`src/rtl/fc_output_packer.sv`:
```
// rtl/fc_output_packer.sv - bias, ReLU, round/saturate and pack FC neuron sums into activation SRAM words
//
// Ports:
//   clk, srstn          clock, asynchronous active-low reset
//   start               one-cycle layer start; latches neuron_num, base_addr, relu_en
//   neuron_num          neurons in the layer (0 completes immediately with no writes)
//   base_addr           first SRAM word address
//   relu_en             clamp negative biased sums to zero
//   mac_valid           data_in/bias valid this cycle (only accepted while running)
//   data_in, bias       finished 32-bit MAC sum and 16-bit bias
//   busy                layer in progress
//   done                one-cycle pulse at end of layer
//   sram_wen            active-low write strobe, one cycle per word
//   sram_waddr          write address, holds between writes
//   sram_wdata          packed activations, lane j in bits [8j+7:8j]
module fc_output_packer #(
    parameter int FRAC_SHIFT = 7,
    parameter int PACK_NUM   = 4,
    parameter int ADDR_WIDTH = 10
) (
    input  logic                     clk,
    input  logic                     srstn,
    input  logic                     start,
    input  logic [9:0]               neuron_num,
    input  logic [ADDR_WIDTH-1:0]    base_addr,
    input  logic                     relu_en,
    input  logic                     mac_valid,
    input  logic signed [31:0]       data_in,
    input  logic signed [15:0]       bias,
    output logic                     busy,
    output logic                     done,
    output logic                     sram_wen,
    output logic [ADDR_WIDTH-1:0]    sram_waddr,
    output logic [PACK_NUM*8-1:0]    sram_wdata
);

    localparam int LANE_W = (PACK_NUM > 1) ? $clog2(PACK_NUM) : 1;
    localparam int WORD_W = PACK_NUM * 8;
    localparam logic [LANE_W-1:0] LAST_LANE = LANE_W'(PACK_NUM - 1);
    localparam logic signed [33:0] HALF = 34'sd1 <<< (FRAC_SHIFT - 1);

    typedef enum logic [1:0] {IDLE, RUN, DRAIN} state_t;
    state_t state, state_next;

    logic [9:0]              n_q;
    logic [9:0]              acc_cnt;
    logic                    relu_q;
    logic [ADDR_WIDTH-1:0]   word_addr;
    logic [LANE_W-1:0]       lane_cnt;

    // Stage 1: biased (and ReLU-clamped) sum
    logic                    s1_valid;
    logic                    s1_last;
    logic [LANE_W-1:0]       s1_lane;
    logic signed [32:0]      s1_sum;

    // Set in the cycle the final word strobe is on the bus
    logic                    wr_last;
    logic [WORD_W-1:0]       pack_buf;

    logic                    accept;
    logic                    last_accept;
    logic                    done_next;
    logic signed [32:0]      sum_raw;
    logic signed [33:0]      rounded;
    logic signed [33:0]      shifted;
    logic [7:0]              act;
    logic [WORD_W-1:0]       word_next;

    assign busy        = (state != IDLE);
    assign accept      = (state == RUN) && mac_valid;
    assign last_accept = accept && ((acc_cnt + 10'd1) == n_q);
    assign sum_raw     = {data_in[31], data_in} + {{17{bias[15]}}, bias};

    // Round half up, arithmetic shift, saturate to int8
    always_comb begin
        rounded = {s1_sum[32], s1_sum} + HALF;
        shifted = rounded >>> FRAC_SHIFT;
        if (shifted > 34'sd127)
            act = 8'h7F;
        else if (shifted < -34'sd128)
            act = 8'h80;
        else
            act = shifted[7:0];
    end

    always_comb begin
        word_next = pack_buf;
        for (int j = 0; j < PACK_NUM; j++) begin
            if (s1_lane == LANE_W'(j))
                word_next[8*j +: 8] = act;
        end
    end

    always_comb begin
        state_next = state;
        done_next  = 1'b0;
        case (state)
            IDLE: begin
                if (start) begin
                    if (neuron_num != 10'd0)
                        state_next = RUN;
                    else
                        done_next = 1'b1;
                end
            end
            RUN: begin
                if (last_accept)
                    state_next = DRAIN;
            end
            DRAIN: begin
                if (wr_last) begin
                    state_next = IDLE;
                    done_next  = 1'b1;
                end
            end
            default: state_next = IDLE;
        endcase
    end

    always_ff @(posedge clk or negedge srstn) begin
        if (!srstn)
            state <= IDLE;
        else
            state <= state_next;
    end

    always_ff @(posedge clk or negedge srstn) begin
        if (!srstn) begin
            n_q        <= '0;
            acc_cnt    <= '0;
            relu_q     <= 1'b0;
            word_addr  <= '0;
            lane_cnt   <= '0;
            s1_valid   <= 1'b0;
            s1_last    <= 1'b0;
            s1_lane    <= '0;
            s1_sum     <= '0;
            wr_last    <= 1'b0;
            pack_buf   <= '0;
            done       <= 1'b0;
            sram_wen   <= 1'b1;
            sram_waddr <= '0;
            sram_wdata <= '0;
        end else begin
            done     <= done_next;
            s1_valid <= accept;
            s1_last  <= last_accept;
            wr_last  <= s1_valid && s1_last;
            sram_wen <= 1'b1;

            if (state == IDLE && start) begin
                n_q       <= neuron_num;
                relu_q    <= relu_en;
                word_addr <= base_addr;
                acc_cnt   <= '0;
                lane_cnt  <= '0;
                pack_buf  <= '0;
            end

            if (accept) begin
                s1_sum   <= (relu_q && sum_raw[32]) ? '0 : sum_raw;
                s1_lane  <= lane_cnt;
                acc_cnt  <= acc_cnt + 10'd1;
                lane_cnt <= (lane_cnt == LAST_LANE) ? '0 : lane_cnt + 1'b1;
            end

            // Word goes out when the top lane fills or on the layer's last neuron
            if (s1_valid) begin
                if (s1_lane == LAST_LANE || s1_last) begin
                    sram_wen   <= 1'b0;
                    sram_waddr <= word_addr;
                    sram_wdata <= word_next;
                    word_addr  <= word_addr + 1'b1;
                    pack_buf   <= '0;
                end else begin
                    pack_buf <= word_next;
                end
            end
        end
    end

endmodule

```
`config.mk`:
```
export PLATFORM = sky130hd
export DESIGN_NAME = fc_output_packer
export DESIGN_NICKNAME = d
export VERILOG_FILES = /design/src/rtl/fc_output_packer.sv
export SDC_FILE = /design/constraint.sdc
export NUM_CORES = 1
export LEC_CHECK = 0
export BUFFER_PORTS_ARGS = -buffer_cell sky130_fd_sc_hd__buf_2
export CORE_MARGIN = 2
export CORE_UTILIZATION = 25
export CTS_BUF_LIST = sky130_fd_sc_hd__clkbuf_16
export CTS_CLUSTER_SIZE = 40
export DETAILED_ROUTE_END_ITERATION = 16
export GPL_TIMING_DRIVEN = 0
export HOLD_SLACK_MARGIN = 0.1
export PLACE_DENSITY = 0.4
export SLEW_MARGIN = 20
export SYNTH_ARGS = -nofsm -noshare
export SYNTH_HDL_FRONTEND = slang
export SYNTH_SLANG_ARGS = --single-unit
```
`constraint.sdc`:
```
create_clock -name clk -period 3.6 [get_ports clk]
set_clock_uncertainty 0.05 [all_clocks]
set_input_delay 0.9 -clock clk [delete_from_list [all_inputs] [get_ports clk]]
set_output_delay 0.9 -clock clk [all_outputs]
set_load 0.01 [all_outputs]
```
Word level (Yosys, flattened, before mapping)
Cells that the tools add are included.
{ "classes": {"n_eq_ne": 11, "n_reduce_logical": 14, "muxes": 29, "add_sub_neg": 5, "order_cmp": 2} }
{ "op_table": {"columns": ["operator", "count"], "rows": [
  ["2-to-1 mux 32 bit", 3],
  ["2-to-1 mux 10 bit", 5],
  ["2-to-1 mux 8 bit", 6],
  ["adder 33 x 8 -> 34 bit (second input constant)", 1],
  ["adder 32 x 16 -> 33 bit", 1],
  ["2-to-1 mux 33 bit", 1],
  ["> comparator 27 x 8 -> 1 bit (second input constant)", 1],
  ["less-than comparator 27 x 8 -> 1 bit (second input constant)", 1],
  ["adder 10 x 1 -> 10 bit (second input constant)", 2],
  ["2-to-1 mux 2 bit", 7],
  ["== test 10 bit", 1],
  ["nonzero test 10 bit", 1],
  ["== test 2 bit (second input constant)", 4],
  ["!= test 2 bit (second input constant)", 4],
  ["case mux 2 bit (3 select lines)", 1],
  ["nonzero test 2 bit", 3],
  ["logical AND 1 bit", 5],
  ["2-to-1 mux 1 bit", 5],
  ["== test 2 x 1 -> 1 bit (second input constant)", 2],
  ["zero test 2 bit", 2],
  ["AND reduction 4 bit", 1],
  ["adder 2 x 1 -> 2 bit (second input constant)", 1],
  ["case mux 1 bit (2 select lines)", 1],
  ["AND reduction 2 bit", 1],
  ["logical OR 1 bit", 1]
]} }
{ "totals": {"register_bits": 149, "inputBits": 73, "output_inout_bits": 45, "wordCells": 77} }

Depth between registers and ports, before layout
Gate-level depths: netlist (run 1).
{ "logic_depth": {"word_depth": 7, "ltp_mapped": 10, "mapped_depth_nobuf": 9} }

Least setup slack after synthesis (run 1)
OpenSTA, ideal clock, no wires.
{ "synth_path": {"path_kind": "in2reg", "start": "input data_in[2]", "end": "register s1_sum[14]", "cell_stages": 10, "setup_time_ns": 0.065, "arrival_time_ns": 3.171, "path_slack_ns": 0.314, "path_buffers": 1, "t_required_ns": 3.485, "path_cell_list": "ha_1 nand4_1 a211o_1 a31o_2 a21oi_1 a21o_1 nand4_1 a31oi_1 clkbuf_1 a22o_2"} }
{ "synth_between": {"elab_chain_len": 3} }
{ "synth_rtl": {"columns": ["element", "line_no", "text"], "rows": [
  ["start: declaration", "28", "input logic signed [31:0] data_in,"],
  ["adder 32 x 16 -> 33 bit *", "73", "assign sum_raw = {data_in[31], data_in} + {{17{bias[15]}}, bias};"],
  ["logical AND 1 bit", "162", "s1_sum <= (relu_q && sum_raw[32]) ? '0 : sum_raw;"],
  ["2-to-1 mux 33 bit *", "162", null],
  ["end signal: assignment", "162", null],
  ["end: declaration", "55", "logic signed [32:0] s1_sum;"]
]} }
Mark *: on every way between the ends. The rest lies on a longest branch, timed or not.
A chain may end at the register's enable or synchronous reset.

Worst setup path after layout (run 1)
{ "layout_path": {"start": "register s1_sum[7]", "end": "register sram_wdata[29]"} }
{ "layout_between": {"elab_chain_len": 5, "elab_cells_between_ends": 6, "cone_classes": "add/sub: 1; order compare: 2; mux: 3"} }
{ "layout_rtl": {"columns": ["element", "line_no", "text"], "rows": [
  ["adder 33 x 8 -> 34 bit *", "77", "rounded = {s1_sum[32], s1_sum} + HALF;"],
  ["less-than comparator 27 x 8 -> 1 bit", "81", "else if (shifted < -34'sd128)"],
  ["2-to-1 mux 8 bit", "81", null],
  ["2-to-1 mux 8 bit *", "79", "if (shifted > 34'sd127)"],
  ["2-to-1 mux 8 bit *", "90", "if (s1_lane == LANE_W'(j))"],
  ["end signal: assignment", "173", "sram_wdata <= word_next;"],
  ["end: declaration", "34", "output logic [PACK_NUM*8-1:0] sram_wdata"]
]} }
Marks and branches as above.

==> flow_summary.toml, run 1 <==
[placed_design]
io_buffers = 117
dpl.hpwl_um = 17680
pre_cts_ws_ns = -0.7001
gp_congestion = 0.7683

[clocking]
clock_latency_ns = 0.43
post_cts_buffers = 0
htree_levels = 4
cts.sinks = 143
cts_root_buffer = "clkbuf_16"
clk_pin_slew_ns = 0.07
cts_buffers = 17
cts_tree = "built"
cts_max_path_buffers = 2

[pwr]
p_total_w = 0.007263
powerDensity_nw_per_um2 = 714.1
p_leak_nw = 4.622
ir_drop_mv = 0.2680

[cells_and_area]
n_antenna_cell = 0
most-common-layout-cells = "203 x nand2_1, 142 x dfrtp_1, 117 x buf_2, 62 x nor2_1, 48 x o21ai_0"
final_common_cell = "nand2_1"
area_delta_synth_final_pct = 21.13
nFillCells = 3548
finalNetCount = 1188
drive_gt1_frac = 0.1821

[worst_setup_path]
crit_path_end = "sram_wdata[29]"
crit_cells = 9
timing.rr.end = "sram_wdata[29]"
regToRegSetupSlack_ns = 0.16
cp_cell_sequence = "ha_1, nand2_1, or4_4, o31a_1, nor2_1, o2111ai_1, o41a_4, o21ai_4, o221ai_1"
r2r-start = "s1_sum[7]"
cpLargestDelayFamily = "compound AO/OA/AOI/OAI gates"
r2r_cells = 9
crit_fanout = 8
critPathLaunch = "s1_sum[7]"
max_stage_delay_ns = 0.59
arrival_ns = 3.67
start_kind = "flop"
worstSetupPathType = "flop to flop"
crit_path_end_kind = "flop"
crit_path_top_delay_cell = "o41a_4"
critPathBufInv = 0
required_ns = 3.83

[die]
die_w_um = 187.3
io-pin-count = 118
die_h_um = 187.3
die-area_um2 = 35060
rows = 67
start_util = 0.2523
core_um2 = 33280

[global_routing]
grt_max_degree = 79
overflow = 0
grt_pass1_wl_um = 39440
grt_pass1_vias = 7199
track_usage = 0.1396
antenna_found_initial = 0

[synthesis]
syn-cell-area_um2 = 8396
syn_area_per_cell_um2 = 8.903
synth_cells = 943
synthArstFlopShare = 1.000
ys_seq_elements = 143
yosysSeqAreaShare = 0.4264
ys_warn_count = 0
synth_edf_count = 0
synthesis.nets = 1051
ys.flop_type = "dfrtp_1"
synth.distinct_cells = 76

[sta]
rsz0062_at_grt = "false"
max_slew_margin = 0.3497
post-route-period-util = 0.9554
finalHoldViolations = 0
finalWorstSetupSlack_ns = 0.1607
setup_violations = 0
post-route-min-period_ns = 3.439
fmax_ghz = 0.2908
drv_slew = 0
tightest_slew_ns = 0.9690

[route]
dr_wl_met3_um = 784
wire_per_inst_um = 15.49
dr.max_layer_used = "met4"
ant_nets = 0
drt_first_pass_iters = 7
vias_per_cell = 4.727
drt_iter0_markers = 388
wirelength_um = 23860
num_vias = 7285
drc = 0
wl_met2_um = 10690
met1_length_um = 12140

[run_status]
status = "complete, no violations"

[flow_run]
maxCapViolCount = 0

[min_path]
min_path_type = "input port to asynchronous set/reset pin"
-- cell usage after synthesis, drive strengths merged (2+ instances only) --
master / count / area share
and3: 13 / 0.010
o211ai: 25 / 0.022
nand4: 18 / 0.014
a21o: 11 / 0.0098
a211oi: 5 / 0.0045
nand3: 37 / 0.023
o31a: 3 / 0.0033
o31ai: 5 / 0.0045
and4: 8 / 0.0085
a21oi: 43 / 0.026
a31o: 2 / 0.0021
or4: 3 / 0.0036
o221ai: 8 / 0.0083
o21ai: 71 / 0.052
buf: 9 / 0.0082
dfrtp: 142 / 0.42
mux2i: 3 / 0.0036
nand4b: 5 / 0.0052
nor4: 6 / 0.0070
o21a: 2 / 0.0018
a32o: 2 / 0.0024
inv: 20 / 0.0089
nor3b: 3 / 0.0027
nor2: 62 / 0.028
o311ai: 2 / 0.0021
a211o: 2 / 0.0021
a22o: 26 / 0.027
nand2b: 6 / 0.0045
a21boi: 2 / 0.0018
and2: 16 / 0.012
a2111oi: 2 / 0.0021
a31oi: 15 / 0.011
clkbuf: 35 / 0.020
o22ai: 7 / 0.0052
o211a: 2 / 0.0024
o2111ai: 3 / 0.0031
or2: 7 / 0.0052
nand2: 204 / 0.092
ha: 35 / 0.052
nor3: 12 / 0.0072
xnor2: 27 / 0.028
xor2: 19 / 0.020
-- what timing repair did --
| item | 4_1_cts | 5_1_grt |
|---|---|---|
| hold buffers | 0 | 0 |
| endpoints found under the setup margin | 20 | 21 |
| gates resized for setup | 1 | 5 |
| gates cloned | 0 | 0 |
| pin swaps | 0 | 1 |
-- through the flow --
step / area, µm² / hold WS [ns] / std cells / TNS (ns) / util
floorplan: 8396 / 0.3995 / 943 / 0 / -
global placement: 9542 / 0.4085 / 1508 / -123.83 / 0.2867
detailed placement: 9579 / 0.4071 / 1509 / -14.86 / 0.2878
CTS: 10160 / 0.3843 / 1541 / 0 / 0.3052
global route: 10170 / 0.3939 / 1541 / 0 / 0.3056
finish: 10170 / 0.3643 / 1541 / 0 / 0.3056
-- layout make-up --
class | count | area, µm² | share of cell area
Buffer | 44 | 235.2 | 0.02313
Clock buffer | 17 | 425.4 | 0.04183
Clock inverter | 15 | 147.6 | 0.01452
Inverter | 20 | 75.07 | 0.007382
Multi-Input combinational cell | 736 | 4523 | 0.4448
Sequential cell | 143 | 3580 | 0.3520
Tap cell | 448 | 560.5 | 0.05512
Timing Repair Buffer | 118 | 623.1 | 0.06127
-- power breakdown --
group | internal [W] | total [W] | switching (W)
Clock | 0.00102 | 0.00176 | 0.000739
Combinational | 0.00112 | 0.00278 | 0.00166
Sequential | 0.00220 | 0.00272 | 0.000520
Total | 0.00434 | 0.00726 | 0.00292
-- layer usage --
| metal | vias up | global-route usage |
|---|---|---|
| met2 | 133 | 0.2195 |
| li1 | 3672 | - |
| met4 | 0 | 0.03297 |
| met3 | 18 | 0.02420 |
| met1 | 3462 | 0.1991 |
| met5 | - | 0 |
-- sequential cells by signal, summed over array words and instances (netlist names) --
name / cells
pack_buf: 32
sram_wdata: 32
s1_sum: 27
acc_cnt: 10
n_q: 10
sram_waddr: 10
word_addr: 10
lane_cnt: 2
s1_lane: 2
state: 2
done: 1
relu_q: 1
s1_last: 1
s1_valid: 1
sram_wen: 1
wr_last: 1
-- worst min path at each step --
stage / from / to / slack [ns]
after floorplan: pack_buf[0] / pack_buf[0] / 0.40
after global placement: sram_waddr[6] / sram_waddr[6] / 0.41
after detailed placement: sram_waddr[7] / sram_waddr[7] / 0.41
after CTS: srstn / sram_waddr[5] / 0.38
after global routing: srstn / word_addr[5] / 0.39
final: srstn / sram_waddr[5] / 0.36
-- worst reg2reg max path, delay by kind of cell, from the launching register on --
| family | cells | cell delay [ns] |
|---|---|---|
| DFF | 1 | 0.45 |
| and+or+nand+nor | 3 | 0.80 |
| adders and majority gates | 1 | 0.35 |
| AOI/OAI and AO/OA | 5 | 1.63 |
-- kinds of logic (layout without fill, tap and decap cells) --
kind of cell	count (synthesis)	count (layout)	synth area share
simple gates	404	404	0.2258
compound gates	247	247	0.2061
flops	143	143	0.4264
buf+inv	64	214	0.03666
xor+xnor	46	46	0.04799
fa+ha+maj	35	35	0.05216
mux	4	4	0.004918
(Power assumes the default switching activity.)
==> run 2, diff against run 1 <==
--- a/config.mk
+++ b/config.mk
@@ -5,6 +5,7 @@
 export SDC_FILE = /design/constraint.sdc
 export NUM_CORES = 1
 export LEC_CHECK = 0
+export ABC_AREA = 0
 export BUFFER_PORTS_ARGS = -buffer_cell sky130_fd_sc_hd__buf_2
 export CORE_MARGIN = 2
 export CORE_UTILIZATION = 25
@@ -13,7 +14,7 @@
 export DETAILED_ROUTE_END_ITERATION = 16
 export GPL_TIMING_DRIVEN = 0
 export HOLD_SLACK_MARGIN = 0.1
-export PLACE_DENSITY = 0.4
+export PLACE_DENSITY_LB_ADDON = 0.05
 export SLEW_MARGIN = 20
 export SYNTH_ARGS = -nofsm -noshare
 export SYNTH_HDL_FRONTEND = slang
==> flow_summary.toml, run 2 (synthesis gave the netlist of run 1 again) <==
[run_status]
status = "complete, no violations"

[placed_design]
dpl.hpwl_um = 18270
gp_congestion = 0.7562
pre_cts_ws_ns = -0.6269
io_buffers = 117
post_dp_cell_area_um2 = 9579

[cells_and_area]
final_common_cell = "nand2_1"
most-common-layout-cells = "203 x nand2_1, 142 x dfrtp_1, 117 x buf_2, 62 x nor2_1, 48 x o21ai_0"
stdcell_area_um2 = 10270
area_delta_synth_final_pct = 22.29
drive_gt1_frac = 0.1878
n_antenna_cell = 0
final_util = 0.3085
finalNetCount = 1192
reg_top3 = "pack_buf x32, sram_wdata x32, s1_sum x27"

[pwr]
p_leak_nw = 4.656
p_total_w = 0.007489
cellInternalPower_w = 0.004497
ir_drop_mv = 0.1915
powerDensity_nw_per_um2 = 729.4
combPwrFrac = 0.384
p_clk_frac = 0.251
p_sw_frac = 0.3995
p_switching_w = 0.002992
seqPwrFrac = 0.364

[clocking]
cts_tree = "built"
clk_pin_slew_ns = 0.07
cts_buffers = 17
cts_root_buffer = "clkbuf_16"
cts_hold_buffers = 0
cts.sinks = 143
clock_latency_ns = 0.43
htree_levels = 4
cts_max_path_buffers = 2

[worst_setup_path]
worstSetupPathType = "input port to flop"
crit_path_end_kind = "flop"
crit_fanout = 17
r2r-start = "s1_sum[6]"
required_ns = 3.92
timing.rr.end = "sram_wdata[29]"
critPathLaunch = "bias[15]"
start_kind = "input port"
crit_path_end = "s1_sum[12]"
r2r_cells = 9
regToRegSetupSlack_ns = 0.26
arrival_ns = 3.69

[route]
drc = 0
vias_per_cell = 4.679
wirelength_um = 24760
drt_iter0_markers = 356
wire_per_inst_um = 16.02
ant_nets = 0
num_vias = 7229
drt_first_pass_iters = 4

[sta]
post-route-min-period_ns = 3.376
tns_ns = 0
setup_violations = 0
fmax_ghz = 0.2962
finalWorstSetupSlack_ns = 0.2236
finalHoldViolations = 0
tightest_slew_ns = 0.9289
max_slew_margin = 0.3766
post-route-period-util = 0.9379
drv_slew = 0
rsz0062_at_grt = "false"

[die]
die_h_um = 187.3
rows = 67
start_util = 0.2523
die_w_um = 187.3
core_um2 = 33280
io-pin-count = 118
die-area_um2 = 35060

[global_routing]
use_met2 = 0.2346
track_usage = 0.1466
grt_pass1_vias = 7327
antenna_found_initial = 0
grt_pass1_wl_um = 41060
grt_use_met1 = 0.2081
grt.busiest_layer = "met2"
overflow = 0
grt_max_degree = 75
grt_use_met3 = 0.02214

[flow_run]
maxCapViolCount = 0

[min_path]
min_path_type = "input port to asynchronous set/reset pin"
[run 2: worst min path at each step]
| stage | start | end | slack, ns |
|---|---|---|---|
| 3_3_place_gp | sram_waddr[8] | sram_waddr[8] | 0.41 |
| 6_report | srstn | sram_wdata[12] | 0.40 |
| 2_1_floorplan | pack_buf[0] | pack_buf[0] | 0.40 |
| 4_1_cts | srstn | pack_buf[19] | 0.41 |
| 5_1_grt | srstn | sram_wdata[13] | 0.43 |
| 3_5_place_dp | sram_waddr[6] | sram_waddr[6] | 0.41 |
[run 2: stage by stage]
stage,cells,hold WS (ns)
global route,1545,0.4261
global placement,1508,0.4062
floorplan,943,0.3995
detailed placement,1509,0.4086
finish,1545,0.3984
CTS,1541,0.4067
[run 2: timing repair]
| item | 4_1_cts | 5_1_grt |
|---|---|---|
| buffers inserted | 0 | 4 |
| setup endpoints to repair | 20 | 32 |
| gates resized for setup | 1 | 5 |
| pin swaps | 0 | 3 |
[run 2: worst max-delay path, stage by stage]
cell and delay (ns):
buf_2 0.21, ha_1 0.44, nand3_1 0.13, or3_1 0.38, o21ai_0 0.25, a21o_1 0.22
nand4_1 0.16, a31oi_2 0.47, clkbuf_2 0.33, a22o_1 0.17
[run 2: routing by layer]
metal,up-vias,routed length (µm)
met1,3394,12430
met2,131,11310
met3,20,755
met5,-,0
li1,3684,-
met4,0,260
[run 2: final cells by class]
cell class                      instances  area, µm²
Multi-Input combinational cell        736       4517
Fill cell                            3584      23010
Clock inverter                         15      183.9
Inverter                               20      75.07
Buffer                                 44      235.2
Tap cell                              448      560.5
Sequential cell                       143       3580
Clock buffer                           17      425.4
Timing Repair Buffer                  122      690.7
[run 2: power groups by stage]
stage	Clock (W)	Combinational (W)	Sequential [W]
after floorplan	0	0.00187	0.00269
after global placement	0	0.00282	0.00276
after detailed placement	0	0.00283	0.00276
after CTS	0.00194	0.00284	0.00273
after global routing	0.00201	0.00327	0.00283
final	0.00188	0.00288	0.00273
